==> src/rtl/ram_dp_be.sv <==
// ---------------------------------------------------------------------------
// ram_dp_be
// Single-clock simple dual-port RAM (one write port, one read port) with
// byte-lane write enables, a selectable read latency (1 or 2 cycles), a
// selectable same-address read-during-write policy and a post-reset clear
// engine that zeroes every word before normal traffic is accepted.
//
// Ports:
//   clk           - single clock, all logic on its rising edge
//   rst_n         - synchronous active-low reset
//   write_enable  - write request
//   address_write - write address
//   data_write    - write data
//   byte_enable   - per-byte write mask, bit i covers data bits [8i+7:8i]
//   read_enable   - read request
//   address_read  - read address
//   data_read     - registered read data, holds when no read completes
//   read_valid    - one-cycle pulse marking new data on data_read
//   busy          - high while the clear engine runs; requests are ignored
// ---------------------------------------------------------------------------
module ram_dp_be #(
    parameter int D_WIDTH        = 16,
    parameter int A_WIDTH        = 5,
    parameter int RD_LATENCY     = 1,
    parameter int RDW_MODE       = 0,
    parameter int CLEAR_ON_RESET = 1
) (
    input  logic                 clk,
    input  logic                 rst_n,
    input  logic                 write_enable,
    input  logic [A_WIDTH-1:0]   address_write,
    input  logic [D_WIDTH-1:0]   data_write,
    input  logic [D_WIDTH/8-1:0] byte_enable,
    input  logic                 read_enable,
    input  logic [A_WIDTH-1:0]   address_read,
    output logic [D_WIDTH-1:0]   data_read,
    output logic                 read_valid,
    output logic                 busy
);

    localparam int DEPTH   = 2 ** A_WIDTH;
    localparam int N_BYTES = D_WIDTH / 8;

    typedef enum logic {
        ST_IDLE,
        ST_CLEAR
    } state_t;

    state_t             state;
    state_t             state_next;
    logic [A_WIDTH-1:0] clr_cnt;
    logic               write_fire;
    logic               read_fire;
    logic [D_WIDTH-1:0] merged_word;
    logic [D_WIDTH-1:0] read_word;

    logic [D_WIDTH-1:0] mem [DEPTH];

    // State register and clear counter. The counter is A_WIDTH wide, so it
    // wraps back to zero on the same edge the engine leaves CLEAR.
    always_ff @(posedge clk) begin
        if (!rst_n) begin
            state   <= (CLEAR_ON_RESET != 0) ? ST_CLEAR : ST_IDLE;
            clr_cnt <= '0;
        end else begin
            state <= state_next;
            if (state == ST_CLEAR) begin
                clr_cnt <= clr_cnt + 1'b1;
            end
        end
    end

    // Next-state logic: CLEAR lasts exactly DEPTH cycles, one word per cycle.
    always_comb begin
        state_next = state;
        busy       = 1'b0;
        case (state)
            ST_CLEAR: begin
                busy = 1'b1;
                if (&clr_cnt) begin
                    state_next = ST_IDLE;
                end
            end
            default: begin
                state_next = ST_IDLE;
            end
        endcase
    end

    assign write_fire = write_enable && !busy;
    assign read_fire  = read_enable && !busy;

    // Byte-lane merge of the incoming write with the word it overwrites.
    // The same merged word feeds the write-through read path.
    always_comb begin
        merged_word = mem[address_write];
        for (int i = 0; i < N_BYTES; i++) begin
            if (byte_enable[i]) begin
                merged_word[8*i +: 8] = data_write[8*i +: 8];
            end
        end
    end

    // Read source: the array gives old data for a colliding write; the
    // write-through policy substitutes the merged word on an address match.
    always_comb begin
        read_word = mem[address_read];
        if ((RDW_MODE != 0) && write_fire && (address_write == address_read)) begin
            read_word = merged_word;
        end
    end

    // Storage has no reset of its own; only the clear engine zeroes it.
    // Requests presented while rst_n is low are dropped.
    always_ff @(posedge clk) begin
        if (rst_n && busy) begin
            mem[clr_cnt] <= '0;
        end else if (rst_n && write_fire) begin
            mem[address_write] <= merged_word;
        end
    end

    // Read pipeline. With two cycles of latency an extra register stage
    // sits between the array read and the output; both stages are flushed
    // by reset so no in-flight read survives into the clear phase.
    generate
        if (RD_LATENCY == 2) begin : g_lat2
            logic               s1_valid;
            logic [D_WIDTH-1:0] s1_data;

            always_ff @(posedge clk) begin
                if (!rst_n) begin
                    s1_valid   <= 1'b0;
                    s1_data    <= '0;
                    read_valid <= 1'b0;
                    data_read  <= '0;
                end else begin
                    s1_valid <= read_fire;
                    if (read_fire) begin
                        s1_data <= read_word;
                    end
                    read_valid <= s1_valid;
                    if (s1_valid) begin
                        data_read <= s1_data;
                    end
                end
            end
        end else begin : g_lat1
            always_ff @(posedge clk) begin
                if (!rst_n) begin
                    read_valid <= 1'b0;
                    data_read  <= '0;
                end else begin
                    read_valid <= read_fire;
                    if (read_fire) begin
                        data_read <= read_word;
                    end
                end
            end
        end
    endgenerate

endmodule
==> config.mk <==
export PLATFORM = sky130hd
export DESIGN_NAME = ram_dp_be
export DESIGN_NICKNAME = d
export VERILOG_FILES = /design/src/rtl/ram_dp_be.sv
export SDC_FILE = /design/constraint.sdc
export NUM_CORES = 1
export LEC_CHECK = 0
export ABC_CLOCK_PERIOD_IN_PS = 2480
export CAP_MARGIN = 30
export CELL_PAD_IN_SITES_DETAIL_PLACEMENT = 2
export CELL_PAD_IN_SITES_GLOBAL_PLACEMENT = 2
export CORE_MARGIN = 2
export CORE_UTILIZATION = 47
export DETAILED_ROUTE_END_ITERATION = 10
export GPL_ROUTABILITY_DRIVEN = 0
export PLACE_DENSITY_LB_ADDON = 0.2
export SKIP_LAST_GASP = 1
export SLEW_MARGIN = 20
export SYNTH_ARGS = -nofsm -noshare
export SYNTH_HDL_FRONTEND = slang
export SYNTH_SLANG_ARGS = --single-unit
==> constraint.sdc <==
create_clock -name clk -period 2.48 [get_ports clk]
set_input_delay 0.248 -clock clk [delete_from_list [all_inputs] [get_ports clk]]
set_output_delay 0.248 -clock clk [all_outputs]
set_load 0.03 [all_outputs]
# Word level (Yosys, flattened, before mapping)
# Memories as Yosys holds them, arrays and structs flattened. A register that Yosys moved wholly into a read port is not among the register bits.
# Index checks and enable logic that the tools add are counted.
[word_totals]
register_bits = 7
mem_bits_rw = 512
in_bits = 32
out_inout_bits = 18
elab_cells = 30
memories = 1
[classes]
addsub = 1
eq_ne = 2
muxes = 13
reduce_logical = 10
[mem_list]
columns = ["memory", "words", "width", "read_ports", "rd_clocked_by_memory_dff", "wr", "line_no", "rtl"]
rows = [
  ["mem", 32, 16, 1, 1, 1, "57", "logic [D_WIDTH-1:0] mem [DEPTH];"],
]
[ops]
columns = ["operator", "n"]
rows = [
  ["$mux 16", 1],
  ["$mux 8", 2],
  ["$reduce_or 16->1", 1],
  ["$mux 1", 8],
  ["$add 5x1->5 const B", 1],
  ["$mux 5", 1],
  ["$reduce_and 5->1", 1],
  ["$logic_and 1x1->1", 4],
  ["$reduce_and 2->1", 2],
  ["$logic_not 1->1", 2],
  ["$mux 2", 1],
  ["$ne 1x1->1 const B", 2],
]

# Longest topological paths before layout
[depth]
ltp_word = 10
mapped_depth = 8
depth_no_buf = 5

# Worst setup path after synthesis
# Ideal clock, no wire load.
[synth_timing]
path_type = "flip-flop to flip-flop"
from = "reg state"
to = "mem mem[31][10] (enable)"
setup_ps = 371
arrival_time_ps = 2016
t_required_ps = 2109
setup_slack_ps = 93
stages_incl_launch_ff = 7
n_path_buf = 2
period_less_slack_ps = 2387
cell_sequence = "dfxtp_1 > clkbuf_1 > nor2_2 > buf_2 > mux2i_1 > nand2_1 > nor2_1"
[synth_between]
elab_chain_len = 10
elab_cells_between_ends = 15
classes_between = "mux: 8; reduce/logical: 7"
[synth_lines]
columns = ["element", "line_no", "rtl"]
rows = [
  ["start, declared", "49", "state_t state;"],
  ["start signal, assigned", "63", "state <= (CLEAR_ON_RESET != 0) ? ST_CLEAR : ST_IDLE;"],
  ["start signal, assigned", "66", "state <= state_next;"],
  ["$mux 1 *", "77", "case (state)"],
  ["$logic_not 1->1", "90", "assign write_fire = write_enable && !busy;"],
  ["$logic_and 1x1->1", "90", ""],
  ["$logic_and 1x1->1", "118", "end else if (rst_n && write_fire) begin"],
  ["$mux 1", "118", ""],
  ["$mux 1", "116", "if (rst_n && busy) begin"],
  ["$mux 1 (not written as such)", "119", "mem[address_write] <= merged_word;"],
  ["$reduce_and 2->1 (no line)", "-", ""],
  ["$reduce_or 16->1 (no line)", "-", ""],
  ["$mux 5 (no line) or $mux 2 (tied branches)", "-", ""],
  ["end, declared", "57", ""],
]
# Mark *: on every way between the ends. The rest lies on a longest branch, timed or not.

# Worst setup path after layout
[layout_timing]
from = "reg state"
to = "mem mem[22][3] (enable)"
# The elaborated chain is that of the path after synthesis.

==> reports/summary.txt <==
Mapped Area -> 21,300 sq um
pin count of the biggest net entering global routing -> 34
post-layout util -> 56.5%
synth warn -> 0
Reg-to-Reg Start -> state
fmax -> 396 MHz
Slew HR -> 27.8%
Initial Util -> 47.9%
CTS tree -> yes
1st-pass router iterations -> 5
Overflow after GRT -> 0
Final min period -> 2.53 ns
Post-DRT Antenna Nets -> 0
CP most frequent cell -> buf_4
syn_area_per_cell -> 16.8 sq um
FFs w/ async S/R, synth -> 0%
crit path from -> state
Vias -> 12,481
most frequent cells in the layout -> edfxtp_1, mux2i_1, a22oi_1
GRT Overall Usage -> 29.0%
Yosys cell types -> 37
Total Power -> 18.6 mW
status -> complete, but fails checks
layout cells sized above 1 -> 15.7%
vias in the first global route -> 13,974
Crit path required time -> 2.84 ns
Tcrit/Tclk final -> 102%
number of primary I/O pins -> 50
die height -> 217 um
post-synthesis sequential area ratio -> 74.4%
Setup Skew -> 0.0275 ns
Hold Startpoint -> data_write[1]
Setup CP Type -> register to register
Post-DP Area -> 23,400 sq um
GR peak layer -> met2
Longest Clk Path Bufs -> 3
most common cell after layout, fill and taps aside -> edfxtp_1
Setup Viol. Count Final -> 45
CTS Buf Count -> 56
wire per inst -> 32.5 um
maximum VDD drop -> 0.000601 V
DR iter-0 viols -> 981
die width -> 217 um
Area growth, synth to finish -> 17.8%
Post-synth EDFFs -> 512
Vias per Instance -> 6.00
Final WS setup -> -0.0456 ns
met2 Use GR -> 53.3%
drt drc -> 0
Pwr Density -> 740 nW/um^2
Worst path max stage delay -> 0.83 ns
reg-to-reg endpoint -> mem[22][3]
placed wire-length estimate -> 43,300 um
Worst Reg2Reg Path Length in Cells -> 7
FP Rows -> 77
FF-to-FF setup slack -> -0.05 ns
CP max FO -> 11
critical path's slowest cell -> a21oi_1
Reg clk slew, reported paths -> 0.06 ns
total of fill cells in the finished design -> 3,787
CTS sink count -> 535
post-synthesis register bit count -> 535
maxcap violations -> 0
Final Hold Violating Endpoints -> 0
layout net count -> 1,475
pre-CTS WS -> -0.590 ns
Root Driver -> clkbuf_16
post-CTS setup buffer count -> 0
met3 usage in global routing -> 3.34%
count of hold-fix buffers inserted at cts -> 0
syn nets -> 1,300
top_reg_cell synth -> edfxtp_1
first-pass GRT wire length -> 97,500 um
failing checks -> setup timing
Lkg Pwr -> 8.58 nW
H-tree levels -> 2
crit path cell chain -> nor2_2 > buf_4 > buf_4 > nor3_1 > a21oi_1 > nor2_1 > buf_4
slew at the pin closest to its max-slew limit -> 1.08 ns
critical path endpoint -> mem[22][3]
I/O Buffers -> 49
Hold Path Class -> primary input to register
crit path launch type -> register
Critical Path AT -> 2.89 ns
max-slew violations -> 0
core area -> 44,400 sq um
Die ar. -> 47,000 sq um
Worst-Skew Late Latency -> 0.62 ns
Post-Synthesis Cells -> 1,266
Routed WL -> 67,500 um
CP Capture Type -> register
grt met1 use -> 34.2%
fin area -> 25,100 sq um
initial antenna violation count -> 3
Yosys cell counts, types with 3 or more instances:
master      n  area (sq um)
o21ai_0    17          85.1
clkbuf_1   39           146
dfxtp_1    23           460
nand2b_1    8          50.1
nor4b_1     3          26.3
nor2_1     70           263
buf_4      10          75.1
buf_6      12           135
or4_1      16           120
edfxtp_1  512         15400
buf_1       7          26.3
and2_1     21           131
buf_8       4          60.1
mux2i_1   262          2620
a22oi_1   128           961
a21oi_1    84           420
a31oi_1     4          25.0
nor2b_1     8          50.1
nand2_1    13          48.8
nor3_1      3          15.0
layer usage:
layer	part of all wire, %	vias to the layer above
met3	4.0	118
met4	4.1	0
met2	53	399
met1	39	6599
met5	0	-
li1	-	5365
critical path: cells and delay by family, from the launching register on:
family / cells / cell delay (ns)
compound gates: 1 / 0.83
simple gates: 3 / 0.43
buf+inv: 3 / 0.68
flops: 1 / 0.34
logic make-up (layout without fill, tap and decap cells):
family	after synthesis	after routing	share of synthesized area (%)
simple gates	149	149	3.54
buf+inv	79	300	2.39
compound gates	236	236	7.12
xor+xnor	3	3	0.123
mux	262	262	12.3
flops	535	535	74.4
other cells	0	2	0
fa+ha+maj	2	2	0.118
sequential cells by signal, indices dropped and copies added, names as in the netlist:
register and cells:
state 1, clr_cnt 5, mem 512, read_valid 1, data_read 16
power breakdown:
group	internal (mW)	switching [mW]
clock network	4.37	3.51
logic	0.339	0.508
registers	9.81	0.0274
cell type report:
type	count	area, sq um	share of cell area [%]
Timing Repair Buffer	194	1820	7.25
Inverter	2	7.51	0.0299
Antenna cell	2	5.00	0.0200
Sequential cell	535	15800	63.1
Tap cell	592	741	2.95
Clock inverter	24	125	0.499
Clock buffer	80	1560	6.24
Multi-Input combinational cell	652	4990	19.9
worst min-delay path by stage:
stage	to	cells after the start	slack [ns]
5_1_grt	mem[21][1]	3	0.57
4_1_cts	mem[21][1]	3	0.55
6_report	mem[21][1]	3	0.57
3_3_place_gp	data_read[12]	2	0.54
2_1_floorplan	clr_cnt[1]	1	0.38
3_5_place_dp	data_read[12]	2	0.54
per-stage QoR:
stage	std cells	hold WS, ns	setup TNS, ns
after floorplan	1266	0.376	0
after CTS	2078	0.546	0
after detailed placement	1974	0.542	-172.85
after global placement	1974	0.538	-97.06
final	2081	0.571	-0.731
after global routing	2081	0.574	-1.59
repair_timing:
item                                    4_1_cts  5_1_grt
gates resized for setup                       3        2
pin swaps                                     0        0
endpoints found under the setup margin       64       11
Power figures use the tool's default switching activity.
